`config.mk`:
```
export PLATFORM = sky130hd
export DESIGN_NAME = stream_credit_gate_flat
export DESIGN_NICKNAME = d
export VERILOG_FILES = /design/src/rtl/stream_credit_gate_if.sv /design/src/rtl/stream_credit_gate.sv /design/src/flat_wrapper.sv
export SDC_FILE = /design/constraint.sdc
export NUM_CORES = 1
export LEC_CHECK = 0
export CORE_ASPECT_RATIO = 0.6
export CORE_MARGIN = 1.5
export CORE_UTILIZATION = 25
export DETAILED_ROUTE_END_ITERATION = 7
export GPL_TIMING_DRIVEN = 0
export PLACE_DENSITY_LB_ADDON = 0.1
export SYNTH_ARGS = -nofsm -noshare
export SYNTH_HDL_FRONTEND = slang
export SYNTH_SLANG_ARGS = --single-unit
```
`constraint.sdc`:
```
create_clock -name aclk -period 5.3 [get_ports aclk]
set_input_delay 1.06 -clock aclk [delete_from_list [all_inputs] [get_ports aclk]]
set_output_delay 1.06 -clock aclk [all_outputs]
set_load 0.005 [all_outputs]
```
`src/rtl/stream_credit_gate_if.sv`:
```
// AXI-Stream beat bundle shared by the upstream (slave) and downstream (master)
// sides of stream_credit_gate.
interface stream_credit_gate_if #(
  parameter int STREAM_WIDTH = 32,
  parameter int KEEP_WIDTH   = 1
);
  logic                    tvalid;
  logic                    tready;
  logic                    tlast;
  logic [STREAM_WIDTH-1:0] tdata;
  logic [KEEP_WIDTH-1:0]   tkeep;

  modport master (output tvalid, tlast, tdata, tkeep, input tready);
  modport slave  (input tvalid, tlast, tdata, tkeep, output tready);
endinterface

```
`src/rtl/stream_credit_gate.sv`:
```
// Credit-based admission gate: caps beats in flight to a downstream release point,
// with a registered 2-entry output buffer. Define STREAM_CREDIT_GATE_STATS_EN for stall/peak stats.
module stream_credit_gate #(
  parameter  int STREAM_WIDTH = 32,
  parameter  int KEEP_WIDTH   = 1,
  parameter  int MAX_CREDITS  = 128,
  parameter  int REL_W        = 2,
  localparam int CNT_W        = $clog2(MAX_CREDITS + 1)
) (
  input  logic                 aclk,
  input  logic                 reset,
  stream_credit_gate_if.slave  s_axis,
  stream_credit_gate_if.master m_axis,
  input  logic [CNT_W-1:0]     cfg_limit,
  input  logic [REL_W-1:0]     rel_count,
  output logic [CNT_W-1:0]     in_flight,
  output logic                 released,
  output logic                 underflow_err
`ifdef STREAM_CREDIT_GATE_STATS_EN
  ,
  input  logic                 stat_clear,
  output logic [31:0]          stat_stall_cycles,
  output logic [CNT_W-1:0]     stat_peak
`endif
);

  localparam int SUM_W = ((CNT_W > REL_W) ? CNT_W : REL_W) + 1;
  localparam logic [CNT_W-1:0] MAX_LIM = CNT_W'(MAX_CREDITS);

  typedef enum logic [1:0] {BUF_EMPTY, BUF_ONE, BUF_FULL} buf_state_e;

  typedef struct packed {
    logic                    last;
    logic [KEEP_WIDTH-1:0]   keep;
    logic [STREAM_WIDTH-1:0] data;
  } beat_t;

  buf_state_e       state_q, state_d;
  beat_t            main_q, skid_q, in_beat;
  logic             load_main_in, load_main_skid, load_skid_in;
  logic             buf_not_full, acc, pop;
  logic [CNT_W-1:0] lim_eff, in_flight_q, in_flight_d;
  logic             released_q, underflow_q, underflow_d;
  logic [SUM_W-1:0] sum, rel_ext;

  assign lim_eff      = (cfg_limit > MAX_LIM) ? MAX_LIM : cfg_limit;
  assign buf_not_full = (state_q != BUF_FULL);
  // Ready depends only on registered state and cfg_limit, never on m_axis.tready or rel_count.
  assign s_axis.tready = buf_not_full && (in_flight_q < lim_eff);
  assign acc     = s_axis.tvalid && s_axis.tready;
  assign pop     = m_axis.tvalid && m_axis.tready;
  assign in_beat = {s_axis.tlast, s_axis.tkeep, s_axis.tdata};

  assign m_axis.tvalid = (state_q != BUF_EMPTY);
  assign m_axis.tdata  = main_q.data;
  assign m_axis.tkeep  = main_q.keep;
  assign m_axis.tlast  = main_q.last;

  // NOTE: every variable written here gets a default first so no path can infer a latch.
  always_comb begin
    state_d        = state_q;
    load_main_in   = 1'b0;
    load_main_skid = 1'b0;
    load_skid_in   = 1'b0;
    unique case (state_q)
      BUF_EMPTY: if (acc) begin
        state_d      = BUF_ONE;
        load_main_in = 1'b1;
      end
      BUF_ONE: begin
        if (acc && pop) begin
          load_main_in = 1'b1;
        end else if (acc) begin
          state_d      = BUF_FULL;
          load_skid_in = 1'b1;
        end else if (pop) begin
          state_d = BUF_EMPTY;
        end
      end
      BUF_FULL: if (pop) begin
        state_d        = BUF_ONE;
        load_main_skid = 1'b1;
      end
      default: state_d = BUF_EMPTY;
    endcase
  end

  // NOTE: state uses non-blocking assignments so every register samples pre-edge values.
  always_ff @(posedge aclk) begin
    if (reset) begin
      state_q <= BUF_EMPTY;
      // NOTE: the beat registers are reset because the outputs must read zero after reset.
      main_q  <= '0;
      skid_q  <= '0;
    end else begin
      state_q <= state_d;
      if (load_main_in)        main_q <= in_beat;
      else if (load_main_skid) main_q <= skid_q;
      if (load_skid_in)        skid_q <= in_beat;
    end
  end

  // Net accounting in a widened domain so accept and release never wrap.
  always_comb begin
    sum         = SUM_W'(in_flight_q) + SUM_W'(acc);
    rel_ext     = SUM_W'(rel_count);
    underflow_d = underflow_q;
    if (rel_ext <= sum) begin
      in_flight_d = CNT_W'(sum - rel_ext);
    end else begin
      in_flight_d = '0;
      underflow_d = 1'b1;
    end
  end

  always_ff @(posedge aclk) begin
    if (reset) begin
      in_flight_q <= '0;
      released_q  <= 1'b1;
      underflow_q <= 1'b0;
    end else begin
      in_flight_q <= in_flight_d;
      released_q  <= (in_flight_d == '0);
      underflow_q <= underflow_d;
    end
  end

  assign in_flight     = in_flight_q;
  assign released      = released_q;
  assign underflow_err = underflow_q;

`ifdef STREAM_CREDIT_GATE_STATS_EN
  logic credit_stall;

  // Only credit exhaustion counts as a stall; a full buffer alone does not.
  assign credit_stall = s_axis.tvalid && (in_flight_q >= lim_eff);

  always_ff @(posedge aclk) begin
    if (reset || stat_clear) begin
      stat_stall_cycles <= '0;
      stat_peak         <= '0;
    end else begin
      if (credit_stall && (stat_stall_cycles != '1)) stat_stall_cycles <= stat_stall_cycles + 32'd1;
      if (in_flight_d > stat_peak) stat_peak <= in_flight_d;
    end
  end
`endif

endmodule

```
`src/flat_wrapper.sv`:
```
// flat-port wrapper written by rule: the top's interface ports become plain ports
module stream_credit_gate_flat 
#(
  parameter  int STREAM_WIDTH = 32,
  parameter  int KEEP_WIDTH   = 1,
  parameter  int MAX_CREDITS  = 128,
  parameter  int REL_W        = 2,
  localparam int CNT_W        = $clog2(MAX_CREDITS + 1)
)
  (aclk, reset, cfg_limit, rel_count, in_flight, released, underflow_err, s_axis_tvalid, s_axis_tlast, s_axis_tdata, s_axis_tkeep, s_axis_tready, m_axis_tvalid, m_axis_tlast, m_axis_tdata, m_axis_tkeep, m_axis_tready);
  stream_credit_gate_if #(.STREAM_WIDTH(STREAM_WIDTH), .KEEP_WIDTH(KEEP_WIDTH)) s_axis_i ();
  stream_credit_gate_if #(.STREAM_WIDTH(STREAM_WIDTH), .KEEP_WIDTH(KEEP_WIDTH)) m_axis_i ();
  input  logic aclk;
  input  logic reset;
  input  logic [CNT_W-1:0] cfg_limit;
  input  logic [REL_W-1:0] rel_count;
  output logic [CNT_W-1:0] in_flight;
  output logic released;
  output logic underflow_err;
  input wire logic [$bits(s_axis_i.tvalid)-1:0] s_axis_tvalid;
  input wire logic [$bits(s_axis_i.tlast)-1:0] s_axis_tlast;
  input wire logic [$bits(s_axis_i.tdata)-1:0] s_axis_tdata;
  input wire logic [$bits(s_axis_i.tkeep)-1:0] s_axis_tkeep;
  output wire logic [$bits(s_axis_i.tready)-1:0] s_axis_tready;
  output wire logic [$bits(m_axis_i.tvalid)-1:0] m_axis_tvalid;
  output wire logic [$bits(m_axis_i.tlast)-1:0] m_axis_tlast;
  output wire logic [$bits(m_axis_i.tdata)-1:0] m_axis_tdata;
  output wire logic [$bits(m_axis_i.tkeep)-1:0] m_axis_tkeep;
  input wire logic [$bits(m_axis_i.tready)-1:0] m_axis_tready;
  assign s_axis_i.tvalid = s_axis_tvalid;
  assign s_axis_i.tlast = s_axis_tlast;
  assign s_axis_i.tdata = s_axis_tdata;
  assign s_axis_i.tkeep = s_axis_tkeep;
  assign s_axis_tready = s_axis_i.tready;
  assign m_axis_tvalid = m_axis_i.tvalid;
  assign m_axis_tlast = m_axis_i.tlast;
  assign m_axis_tdata = m_axis_i.tdata;
  assign m_axis_tkeep = m_axis_i.tkeep;
  assign m_axis_i.tready = m_axis_tready;
  stream_credit_gate #(.STREAM_WIDTH(STREAM_WIDTH), .KEEP_WIDTH(KEEP_WIDTH), .MAX_CREDITS(MAX_CREDITS), .REL_W(REL_W)) u_core (.aclk(aclk), .reset(reset), .s_axis(s_axis_i), .m_axis(m_axis_i), .cfg_limit(cfg_limit), .rel_count(rel_count), .in_flight(in_flight), .released(released), .underflow_err(underflow_err));
endmodule
```
# After elaboration in Yosys (flattened, before gate mapping)
# Index checks and enable logic that the tools add are counted.
[word_totals]
register_bits = 80
inputBits = 48
ram_bits = 0
mem_bits_ro = 0
latchBits = 0
memories = 0
[classes]
mul = 0
n_eq_ne = 7
reduce_logical = 9
shifts = 0
n_bitwise = 0
mux = 17
n_lt_le_gt_ge = 3
n_addsub = 2
n_div = 0
[ops]
columns = ["cell", "n"]
rows = [
  ["$mux W34", 2],
  ["$mux W8", 2],
  ["$mux W2", 5],
  ["$add A8 B1 Y9", 1],
  ["$le A2 B9 Y1", 1],
  ["$gt A8 B8 Y1 const B", 1],
  ["$logic_not A8 Y1", 1],
  ["$lt A8 B8 Y1", 1],
  ["$sub A8 B2 Y8", 1],
  ["$mux W1", 6],
  ["$pmux W2 S3", 1],
  ["$logic_and A1 B1 Y1", 4],
  ["$ne A2 B1 Y1 const B", 2],
  ["$ne A2 B2 Y1 const B", 2],
  ["$reduce_and A4 Y1", 1],
  ["$reduce_bool A2 Y1", 2],
  ["$ne A3 B1 Y1 const B", 1],
  ["$eq A2 B1 Y1 const B", 1],
  ["$eq A2 B2 Y1 const B", 1],
  ["$logic_not A2 Y1", 1],
  ["$pmux W1 S2", 1],
]

# Logic depth before layout (Yosys ltp)
# Gate-level depths: netlist (run 1).
[depth]
depth_word = 9
mapped_depth = 19
ltp_nobuf = 18

# Worst setup path after synthesis (run 1)
# Ideal clock, no wire load.
[synth_timing]
kind = "input to register"
startpoint = "input port cfg_limit[7]"
endpoint = "register u_core.in_flight_q[1], in the netlist u_core.in_flight[1]"
arrival_time_ps = 4724
path_slack_ps = 461
path_stages = 17
setup_time_ps = 115
path_buffers = 2
required_ps = 5185
cell_sequence = "inv_1 nand2_1 ha_1 a21o_1 a211o_1 a2111o_1 buf_6 nor2_1 ha_1 ha_1 clkbuf_1 nand2b_1 o211a_1 a2111oi_0 o2111ai_1 nor2b_1 and2_1"
[synth_between]
elab_chain_len = 8
elab_cells_between_ends = 9
cone_classes = "2 x add/sub; 3 x order compare; 2 x mux; 2 x reduce/logical"
[synth_rtl]
columns = ["item", "line", "source"]
rows = [
  ["start: declaration", "flat_wrapper.sv:15", "input logic [CNT_W-1:0] cfg_limit;"],
  ["$gt A8 B8 Y1", "stream_credit_gate.sv:46", "assign lim_eff = (cfg_limit > MAX_LIM) ? MAX_LIM : cfg_limit;"],
  ["$mux W8 *", "stream_credit_gate.sv:46", ""],
  ["$lt A8 B8 Y1 *", "stream_credit_gate.sv:49", "assign s_axis.tready = buf_not_full && (in_flight_q < lim_eff);"],
  ["$logic_and A1 B1 Y1 *", "stream_credit_gate.sv:49", ""],
  ["$logic_and A1 B1 Y1 *", "stream_credit_gate.sv:50", "assign acc = s_axis.tvalid && s_axis.tready;"],
  ["$add A8 B1 Y9 *", "stream_credit_gate.sv:105", "sum = SUM_W'(in_flight_q) + SUM_W'(acc);"],
  ["$sub A8 B2 Y8 or $le A2 B9 Y1 (tied branches)", "stream_credit_gate.sv:109, stream_credit_gate.sv:108", ""],
  ["$mux W8 *", "stream_credit_gate.sv:108", "if (rel_ext <= sum) begin"],
  ["end signal: assignment", "stream_credit_gate.sv:122", "in_flight_q <= in_flight_d;"],
  ["end: declaration", "stream_credit_gate.sv:42", "logic [CNT_W-1:0] lim_eff, in_flight_q, in_flight_d;"],
]
# Every way passes the cells marked *; elsewhere a longest branch is shown, timed or not.
# A chain may end at the register's enable or synchronous reset.

# Worst setup path in the final report (run 1)
[layout_timing]
startpoint = "input port cfg_limit[7]"
endpoint = "register u_core.released_q, in the netlist u_core.released"
[layout_between]
elab_chain_len = 9
elab_cells_between_ends = 10
cone_classes = "2 x add/sub; 3 x order compare; 2 x mux; 3 x reduce/logical"
[layout_rtl]
columns = ["item", "line", "source"]
rows = [
  ["$gt A8 B8 Y1", "stream_credit_gate.sv:46", ""],
  ["$mux W8 *", "stream_credit_gate.sv:46", ""],
  ["$lt A8 B8 Y1 *", "stream_credit_gate.sv:49", ""],
  ["$logic_and A1 B1 Y1 *", "stream_credit_gate.sv:49", ""],
  ["$logic_and A1 B1 Y1 *", "stream_credit_gate.sv:50", ""],
  ["$add A8 B1 Y9 *", "stream_credit_gate.sv:105", ""],
  ["$sub A8 B2 Y8 or $le A2 B9 Y1 (tied branches)", "stream_credit_gate.sv:109, stream_credit_gate.sv:108", ""],
  ["$mux W8 *", "stream_credit_gate.sv:108", ""],
  ["$logic_not A8 Y1 *", "stream_credit_gate.sv:123", "released_q <= (in_flight_d == '0);"],
  ["end signal: assignment", "stream_credit_gate.sv:123", ""],
  ["end: declaration", "stream_credit_gate.sv:43", "logic released_q, underflow_q, underflow_d;"],
]
# Marks and branches as above.

==> impl_summary.txt, run 1 <==
----------------------------------------------------
[Run status]
  Outcome ... finished clean

[Timing]
  Hold violation count in the final report ... 0
  Max-slew violations ... 0
  Highest clock frequency the design can meet ... 196 MHz
  Smallest setup slack after layout ... 198 ps
  Tightest slew margin relative to the limit ... 0.428
  Part of the cycle the worst path needs ... 0.963
  Slew at the pin closest to its max-slew limit ... 852 ps
  Unrepaired setup endpoints after global routing ... true
  Worst clock skew ... 6.08 ps
  Final total negative setup slack ... 0 ps
  Number of setup violations in the final report ... 0
  Final min period ... 5100 ps
  Post-route worst hold slack ... 457 ps

[Synth]
  Total nets after synthesis ... 537
  Mean cell area of the mapped netlist ... 9.08 um^2
  Asr flop ratio synth ... 0
  Yosys warnings ... 0
  Most used DFF post-synth ... dfxtp_1
  Cell area after synthesis ... 0.00431 mm^2
  Cell count after synthesis ... 474
  Sequential-to-total area share from yosys stat ... 0.372
  Synthesized flop and latch total ... 80
  Count of flip-flops with a built-in enable after synthesis ... 0
  Post-synthesis cell type count ... 43

[Setup path]
  Required arrival time at the worst endpoint ... 5550 ps
  Nature of the critical path startpoint ... input port
  Worst-path maximum fanout ... 8
  Worst reg-to-reg setup slack ... 1040 ps
  Data arrival at the endpoint of the critical path ... 5350 ps
  Endpoint type of the worst setup path ... flop
  Crit path kind ... in2reg

[Placement]
  Placed wire-length estimate after detailed placement ... 9.34 mm
  Total placed cells including tap cells ... 794
  Place WS ... -1130 ps
  PortBufs ... 92
  Final weighted congestion in routability-driven placement ... 0.834
  DP Area ... 0.00551 mm^2

[Route]
  Number of vias per cell after detailed routing ... 4.46
  Post-detailed-route wirelength per cell ... 15.5 um
  Via count ... 3,606
  DRC violation count after routing ... 0
  Starting DRC count in detailed routing ... 201
  DR pass1 iterations ... 4
  Post-route antenna net violation count ... 0
  Routed Wire Length ... 12.5 mm

[Clock network]
  TritonCTS clock tree ... yes
  Later-pin clock latency in the skew report ... 340 ps
  Hold-fix buffers, CTS ... 0
  Clk Tree Root Cell ... clkbuf_16
  Clk buf depth ... 2
  Count of clock tree sinks ... 80
  Level count of the clock H-tree ... 3
  Number of CTS-inserted buffers ... 9
  Clock transition at the registers of the reported paths ... 60 ps

[Floorplanning]
  Die height ... 105 um
  Placement Rows ... 36
  Floorplan die area ... 0.0180 mm^2
  Starting density of the core ... 0.260
  Number of top-level pins ... 94
  CORE AREA ... 0.0165 mm^2
  Die span in x ... 172 um

[Global routing]
  Number of global-route vias before repair ... 3,719
  Number of antenna violations at the first check in global routing ... 0
  Remaining global-route overflow ... 0
  Pin count of the biggest net entering global routing ... 14
  First-pass GRT wire length ... 20.3 mm
  GRT Resource Usage Total ... 0.148

[Pwr]
  Worst vdd rail ir drop ... 133 uV
  Total power divided by cell area ... 394 mW/mm^2
  Leakage ... 2.22 nW

[Worst hold path]
  Worst Hold Class ... reg2reg

[Job]
  Number of max-cap violations ... 0

[Layout]
  Area overhead of the layout relative to synthesis ... 35.7%
  Summed area of non-filler cells in the final layout ... 0.00584 mm^2
  Ant. Diodes ... 0
  Fraction of layout cells with a size suffix above 1 ... 0.0568
  Final net count ... 640
  Final standard cell count with taps included and fillers excluded ... 809

----------------------------------------------------
==> cell families after synthesis <==
family          synth area share
mux                        0.163
fa+ha+maj                 0.0453
simple gates               0.241
flops                      0.372
xor+xnor                  0.0203
compound gates             0.100
buf+inv                   0.0584
==> area by class of cell <==
class | count | area, um^2
clock buffer | 10 | 229
timing repair buffer | 93 | 928
multi-input combinational | 347 | 2490
inverter | 11 | 41.3
buffer | 35 | 206
sequential | 80 | 1600
clock inverter | 5 | 58.8
tap | 228 | 285
fill | 1730 | 10700
==> worst max-delay path, cell delays in order <==
cell and delay [ps]:
clkdlybuf4s50_1 430, inv_2 140, nand2_1 70, ha_1 260, a21o_1 160, a211o_1 320, a2111o_1 470, buf_6 160
nor2_1 120, ha_2 250, ha_1 290, ha_1 340, a211o_1 330, a32oi_1 230, xnor2_1 100, or3_1 400
o31ai_4 210
==> sequential cells by signal, summed over array words and instances (netlist names) <==
signal and cells:
u_core.skid_q 34, u_core.m_axis.tdata 32, u_core.in_flight 8, u_core.state_q 2
u_core.m_axis.tkeep 1, u_core.m_axis.tlast 1, u_core.released 1, u_core.underflow_err 1
==> through the flow <==
stage / power, mW / utilization
after floorplan: 1.31 / -
after global placement: 1.67 / 0.333
after detailed placement: 1.67 / 0.333
after CTS: 2.32 / 0.352
after global routing: 2.45 / 0.353
final: 2.30 / 0.353
==> what timing repair did <==
| action | CTS | global route |
|---|---|---|
| endpoints found under the hold margin | 0 | 0 |
| buffers inserted | 0 | 1 |
| setup endpoints to repair | 10 | 9 |
| gates resized for setup | 5 | 4 |
| pin swaps | 0 | 1 |
==> power by group <==
group | switching (mW) | total, mW | internal (mW) | leakage [nW]
sequential | 0.0784 | 0.786 | 0.708 | 0.653
combinational | 0.409 | 0.901 | 0.492 | 1.43
clock | 0.254 | 0.617 | 0.362 | 0.135
==> Yosys cell counts (2+ instances only) <==
master    number  share of area
dfxtp_1       80           0.37
nand2b_1      73           0.11
mux2i_1       70           0.16
nand2_1       45          0.039
nand3_1       38          0.044
a21o_1        37          0.065
clkbuf_1      25          0.022
ha_1          14          0.041
inv_1         11         0.0096
xnor2_1        9          0.018
a21oi_1        7         0.0081
nor2_1         7         0.0061
and2_1         6         0.0087
nor2b_1        6         0.0087
nor3_1         4         0.0046
buf_1          3         0.0026
buf_12         3          0.014
buf_4          3         0.0052
nand4_1        3         0.0044
or2_2          3         0.0044
or3_1          3         0.0044
a211o_1        2         0.0041
buf_6          2         0.0052
==> placed cells by master, fill, tap and decap left out, drive strengths merged, types with 2 or more instances in the layout <==
| cell type | instances |
|---|---|
| clkdlybuf4s50 | 92 |
| dfxtp | 80 |
| nand2b | 73 |
| mux2i | 70 |
| nand2 | 45 |
| nand3 | 38 |
| a21o | 37 |
| clkbuf | 34 |
| ha | 14 |
| buf | 12 |
| inv | 11 |
| xnor2 | 9 |
| nor2 | 7 |
| a21oi | 7 |
| and2 | 6 |
| nor2b | 6 |
| nor3 | 4 |
| nand4 | 3 |
| or2 | 3 |
| or3 | 3 |
| a211o | 2 |
| clkinvlp | 2 |
| clkinv | 2 |
==> routing by layer <==
layer  part of all wire  GRT usage
met1               0.52      0.219
met2               0.40      0.209
met3              0.070     0.0375
met4              0.010     0.0373
met5                  0          0
==> path summary, 6_finish.rpt <==
check,start,to,depth (start not counted)
max,cfg_limit[7],u_core.released,17
max reg2reg,u_core.in_flight[1],u_core.released,14
min,u_core.underflow_err,u_core.underflow_err,2
min reg2reg,u_core.underflow_err,u_core.underflow_err,2
(Power assumes the default switching activity.)
==> inputs of run 2 (changes only) <==
Clock period 5.3 ns to 6.2 ns, I/O delays scaled along.
==> impl_summary.txt, run 2 (synthesis results as in run 1) <==
----------------------------------------------------
[Global routing]
  GRT Resource Usage Total ... 0.147
  Number of antenna violations at the first check in global routing ... 0
  Met3 layer usage reported by global route ... 0.0375
  First-pass GRT wire length ... 20.2 mm
  Met1 usage ... 0.217
  Most used routing layer in global routing ... met1
  Pin count of the biggest net entering global routing ... 14
  Remaining global-route overflow ... 0
  Number of global-route vias before repair ... 3,708
  Met2 global-route usage ... 0.210

[Layout]
  Commonest non-fill, non-tap cell in the layout ... clkdlybuf4s50_1
  Most frequent cells in the layout ... clkdlybuf4s50_1, dfxtp_1, nand2b_1
  Final net count ... 640
  Number of flip-flops in the largest register ... 34
  Area overhead of the layout relative to synthesis ... 34.8%
  Ant. Diodes ... 0
  Largest register by flop count ... u_core.skid_q
  Fraction of layout cells with a size suffix above 1 ... 0.0465

[Timing]
  Number of setup violations in the final report ... 0
  Final min period ... 5680 ps
  Highest clock frequency the design can meet ... 176 MHz
  Part of the cycle the worst path needs ... 0.917
  Max-slew violations ... 0
  Hold violation count in the final report ... 0
  Tightest slew margin relative to the limit ... 0.427
  Final total negative setup slack ... 0 ps
  Unrepaired setup endpoints after global routing ... false
  Worst clock skew ... 8.85 ps
  Slew at the pin closest to its max-slew limit ... 853 ps

[Floorplanning]
  Die span in x ... 172 um
  Number of top-level pins ... 94
  Floorplan die area ... 0.0180 mm^2
  Die height ... 105 um
  Placement Rows ... 36
  Starting density of the core ... 0.260
  CORE AREA ... 0.0165 mm^2

[Route]
  Starting DRC count in detailed routing ... 207
  Via count ... 3,597
  Post-detailed-route wirelength per cell ... 15.4 um
  Routed Wire Length ... 12.5 mm
  DRC violation count after routing ... 0
  Number of vias per cell after detailed routing ... 4.45
  Post-route antenna net violation count ... 0
  DR pass1 iterations ... 4

[Worst hold path]
  Worst hold path startpoint ... u_core.underflow_err
  Worst Hold Class ... reg2reg

[Job]
  Number of max-cap violations ... 0

[Setup path]
  Most used cell along the critical path ... ha_1
  Worst setup path start ... cfg_limit[7]
  Cells along the critical path ... clkdlybuf4s50_1, inv_1, nand2_1, ha_1, a21o_1, a211o_1, a2111o_1, buf_6, nor2_1, ha_1, ha_1, clkbuf_1, nand4_1, o211a_1, a2111oi_2, o2111ai_1, nor2b_1, and2_1
  Delay contributed by the slowest stage of the critical path ... 500 ps
  Required arrival time at the worst endpoint ... 6430 ps
  Data arrival at the endpoint of the critical path ... 5910 ps
  Worst-path maximum fanout ... 9
  Buf+Inv Stages, Crit Path ... 4
  Nature of the critical path startpoint ... input port
  Reg-to-Reg Start ... u_core.in_flight[1]
  Critical-path cell with the highest stage delay ... a2111oi_2
  Crit path kind ... in2reg
  Dominant delay contributor by cell family on the critical path ... compound AO/OA/AOI/OAI gates
  Endpoint type of the worst setup path ... flop

[Clock network]
  Clk buf depth ... 2
  Post_cts resized ... 1
  Clk Tree Root Cell ... clkbuf_16
  TritonCTS clock tree ... yes
  # Post-CTS Setup Buffers ... 0
  Hold-fix buffers, CTS ... 0
  Number of CTS-inserted buffers ... 9
  Level count of the clock H-tree ... 3
  Later-pin clock latency in the skew report ... 340 ps
  Clock transition at the registers of the reported paths ... 60 ps
  Count of clock tree sinks ... 80

[Pwr]
  Tot Pwr ... 1.95 mW
  Worst vdd rail ir drop ... 114 uV
  Leakage ... 2.21 nW
  Total power divided by cell area ... 335 mW/mm^2

[Placement]
  Placed wire-length estimate after detailed placement ... 9.34 mm
  PortBufs ... 92
  Final weighted congestion in routability-driven placement ... 0.834

[Run status]
  Outcome ... finished clean

----------------------------------------------------
run 2: cell count changes in the layout (fill, tap and decap cells not counted), sizes merged:
cell	before	now
buf	12	11
clkbuf	34	35
run 2: worst paths after layout:
check                    endpoint  slack [ps]  cells after the start
max           u_core.in_flight[1]         520                     18
min          u_core.underflow_err         460                      2
max reg2reg   u_core.in_flight[1]        1630                     15
min reg2reg  u_core.underflow_err         460                      2
run 2: per-stage QoR:
step                area (um^2)  utilization  hold slack [ps]  cells  setup WS (ps)
detailed placement         5510        0.333              457    794           -414
finish                     5810        0.351              457    809            517
floorplan                  4310            -              442    474           1180
global placement           5510        0.333              454    794           -586
global route               5810        0.351              479    809            169
CTS                        5800        0.351              465    809            223
run 2: layout make-up:
cell class                      instances  area, um^2
Buffer                                 36         210
Clock buffer                           10         229
Clock inverter                          5        58.8
Fill cell                            1725       10700
Inverter                               11        41.3
Multi-Input combinational cell        347        2460
Sequential cell                        80        1600
Tap cell                              228         285
Timing Repair Buffer                   92         921
run 2: report_power, final:
part / switching (mW) / total (mW) / internal, mW
sequential: 0.0668 / 0.672 / 0.605
combinational: 0.337 / 0.747 / 0.410
clock: 0.218 / 0.528 / 0.310
run 2: worst reg2reg max path, delay by kind of cell, from the launching register on:
family	cells	cell delay, ps
adder cells (fa/ha/maj)	3	760
AO/OA/AOI/OAI	6	1950
flip-flops	1	490
AND/OR/NAND/NOR	4	750
buffers and inverters	2	500
run 2: per-layer routing:
metal,part of all wire,vias to the layer above
met5,0,-
met4,0.0088,0
met3,0.046,12
met2,0.40,84
met1,0.55,1684
li1,-,1817
==> inputs of run 3 (changes only) <==
Settings changed: CTS_CLUSTER_SIZE set to 16.
Clock period 6.2 ns to 5.95 ns, I/O delays scaled along.
==> impl_summary.txt, run 3 (synthesis results as in run 1) <==
----------------------------------------------------
[Run status]
  Outcome ... finished clean

[Timing]
  Unrepaired setup endpoints after global routing ... false
  Highest clock frequency the design can meet ... 180 MHz
  Tightest slew margin relative to the limit ... 0.427
  Worst clock skew ... 6.69 ps
  Hold violation count in the final report ... 0
  Final min period ... 5550 ps
  Slew at the pin closest to its max-slew limit ... 853 ps
  Part of the cycle the worst path needs ... 0.933
  Max-slew violations ... 0
  Smallest setup slack after layout ... 402 ps
  Number of setup violations in the final report ... 0

[Worst hold path]
  Hold endpoint ... u_core.underflow_err
  Worst hold path startpoint ... u_core.underflow_err
  Worst Hold Class ... reg2reg
  Instance count along the most critical hold path ... 2

[Layout]
  Fraction of layout cells with a size suffix above 1 ... 0.0465
  Area overhead of the layout relative to synthesis ... 35.1%
  Ant. Diodes ... 0
  Most frequent cells in the layout ... clkdlybuf4s50_1, dfxtp_1, nand2b_1
  Largest register by flop count ... u_core.skid_q
  Seq. cell area ... 0.00160 mm^2
  Final net count ... 640
  Multi-input logic area ... 0.00247 mm^2
  Final standard cell utilization of the core ... 0.352
  Number of flip-flops in the largest register ... 34
  Number of fill cells in the layout ... 1,723
  Commonest non-fill, non-tap cell in the layout ... clkdlybuf4s50_1

[Global routing]
  Number of antenna violations at the first check in global routing ... 0
  First-pass GRT wire length ... 20.2 mm
  Number of global-route vias before repair ... 3,708
  Remaining global-route overflow ... 0
  GRT Resource Usage Total ... 0.147
  Pin count of the biggest net entering global routing ... 14

[Setup path]
  Data arrival at the endpoint of the critical path ... 5760 ps
  Worst reg-to-reg setup slack ... 1470 ps
  Reg2Reg Depth ... 14
  Crit path kind ... in2reg
  Required arrival time at the worst endpoint ... 6160 ps
  Worst-path maximum fanout ... 8
  Reg-to-Reg Start ... u_core.in_flight[1]
  Endpoint type of the worst setup path ... flop
  Critical register-to-register path endpoint ... u_core.released
  Nature of the critical path startpoint ... input port

[Floorplanning]
  Number of top-level pins ... 94
  Die span in x ... 172 um
  Starting density of the core ... 0.260
  Placement Rows ... 36
  Floorplan die area ... 0.0180 mm^2
  Die height ... 105 um
  CORE AREA ... 0.0165 mm^2

[Route]
  DRC violation count after routing ... 0
  DR pass1 iterations ... 4
  Via count ... 3,609
  Starting DRC count in detailed routing ... 201
  Number of vias per cell after detailed routing ... 4.46
  Post-route antenna net violation count ... 0
  Routed Wire Length ... 12.5 mm
  Post-detailed-route wirelength per cell ... 15.4 um

[Clock network]
  Number of CTS-inserted buffers ... 9
  Clock transition at the registers of the reported paths ... 60 ps
  Clk buf depth ... 2
  Later-pin clock latency in the skew report ... 340 ps
  Level count of the clock H-tree ... 3
  Clk Tree Root Cell ... clkbuf_16
  Count of clock tree sinks ... 80
  TritonCTS clock tree ... yes

[Pwr]
  Power share of the sequential group ... 0.344
  Pint ... 1.39 mW
  Leakage ... 2.22 nW
  Tot Pwr ... 2.04 mW
  Switching power summed over all nets ... 0.652 mW
  Clock power share ... 0.270
  Total power divided by cell area ... 350 mW/mm^2
  Worst vdd rail ir drop ... 119 uV
  Combinational power share ... 0.386
  Switching share of total power ... 0.320

[Placement]
  Placed wire-length estimate after detailed placement ... 9.34 mm
  Final weighted congestion in routability-driven placement ... 0.834
  PortBufs ... 92
  Place WS ... -614 ps

[Job]
  Number of max-cap violations ... 0

----------------------------------------------------
[run 3: cell counts in the layout (fill, tap and decap cells not counted)]
Identical to the previous run, type by type.
[run 3: stage by stage]
stage	TNS (ps)	area [um^2]	hold WS, ps	cells
global route	0	5820	479	809
CTS	0	5800	465	809
finish	0	5820	457	809
detailed placement	-5020	5510	457	794
global placement	-6220	5510	454	794
floorplan	0	4310	442	474
[run 3: per-layer routing]
layer / vias to the layer above / track usage / wire length, um
li1: 1818 / - / -
met1: 1692 / 0.217 / 6800
met2: 85 / 0.210 / 4930
met3: 14 / 0.0375 / 618
met4: 0 / 0.0373 / 130
met5: - / 0 / 0
[run 3: what timing repair did]
item	4_1_cts	5_1_grt
gates cloned	0	0
hold buffers	0	0
hold endpoints to repair	0	0
buffers inserted	0	0
endpoints found under the setup margin	9	10
gates resized for setup	1	2
[run 3: worst max-delay path, cell delays in order]
cell             delay (ps)
clkdlybuf4s50_1         410
inv_1                   220
nand2_1                  90
ha_1                    270
a21o_1                  160
a211o_1                 320
a2111o_1                470
buf_6                   160
nor2_1                  100
ha_1                    290
ha_1                    320
fa_1                    460
nor4_1                  290
a41oi_1                 100
xnor2_1                 200
or3_1                   380
o31ai_1                 330
[run 3: cell type report]
class | count | area share
Buffer | 36 | 0.0361
Clock buffer | 10 | 0.0394
Clock inverter | 5 | 0.0101
Inverter | 11 | 0.00710
Multi-Input combinational cell | 347 | 0.425
Sequential cell | 80 | 0.275
Tap cell | 228 | 0.0490
Timing Repair Buffer | 92 | 0.158
[run 3: worst max-delay path by stage]
stage                                     end  slack (ps)    startpoint
final                         u_core.released         400  cfg_limit[7]
after global routing          u_core.released         120  cfg_limit[7]
after CTS                 u_core.in_flight[1]          20  cfg_limit[7]
after detailed placement  u_core.in_flight[1]        -610  cfg_limit[7]
after global placement        u_core.released        -790  cfg_limit[7]
after floorplan           u_core.in_flight[1]         980  cfg_limit[7]
[run 3: power groups by stage]
stage               Clock, mW  Sequential (mW)  Combinational (mW)
global placement            0            0.711               0.777
finish                  0.550            0.700               0.787
CTS                     0.568            0.700               0.782
floorplan                   0            0.700               0.463
detailed placement          0            0.711               0.777
global route            0.589            0.713               0.864
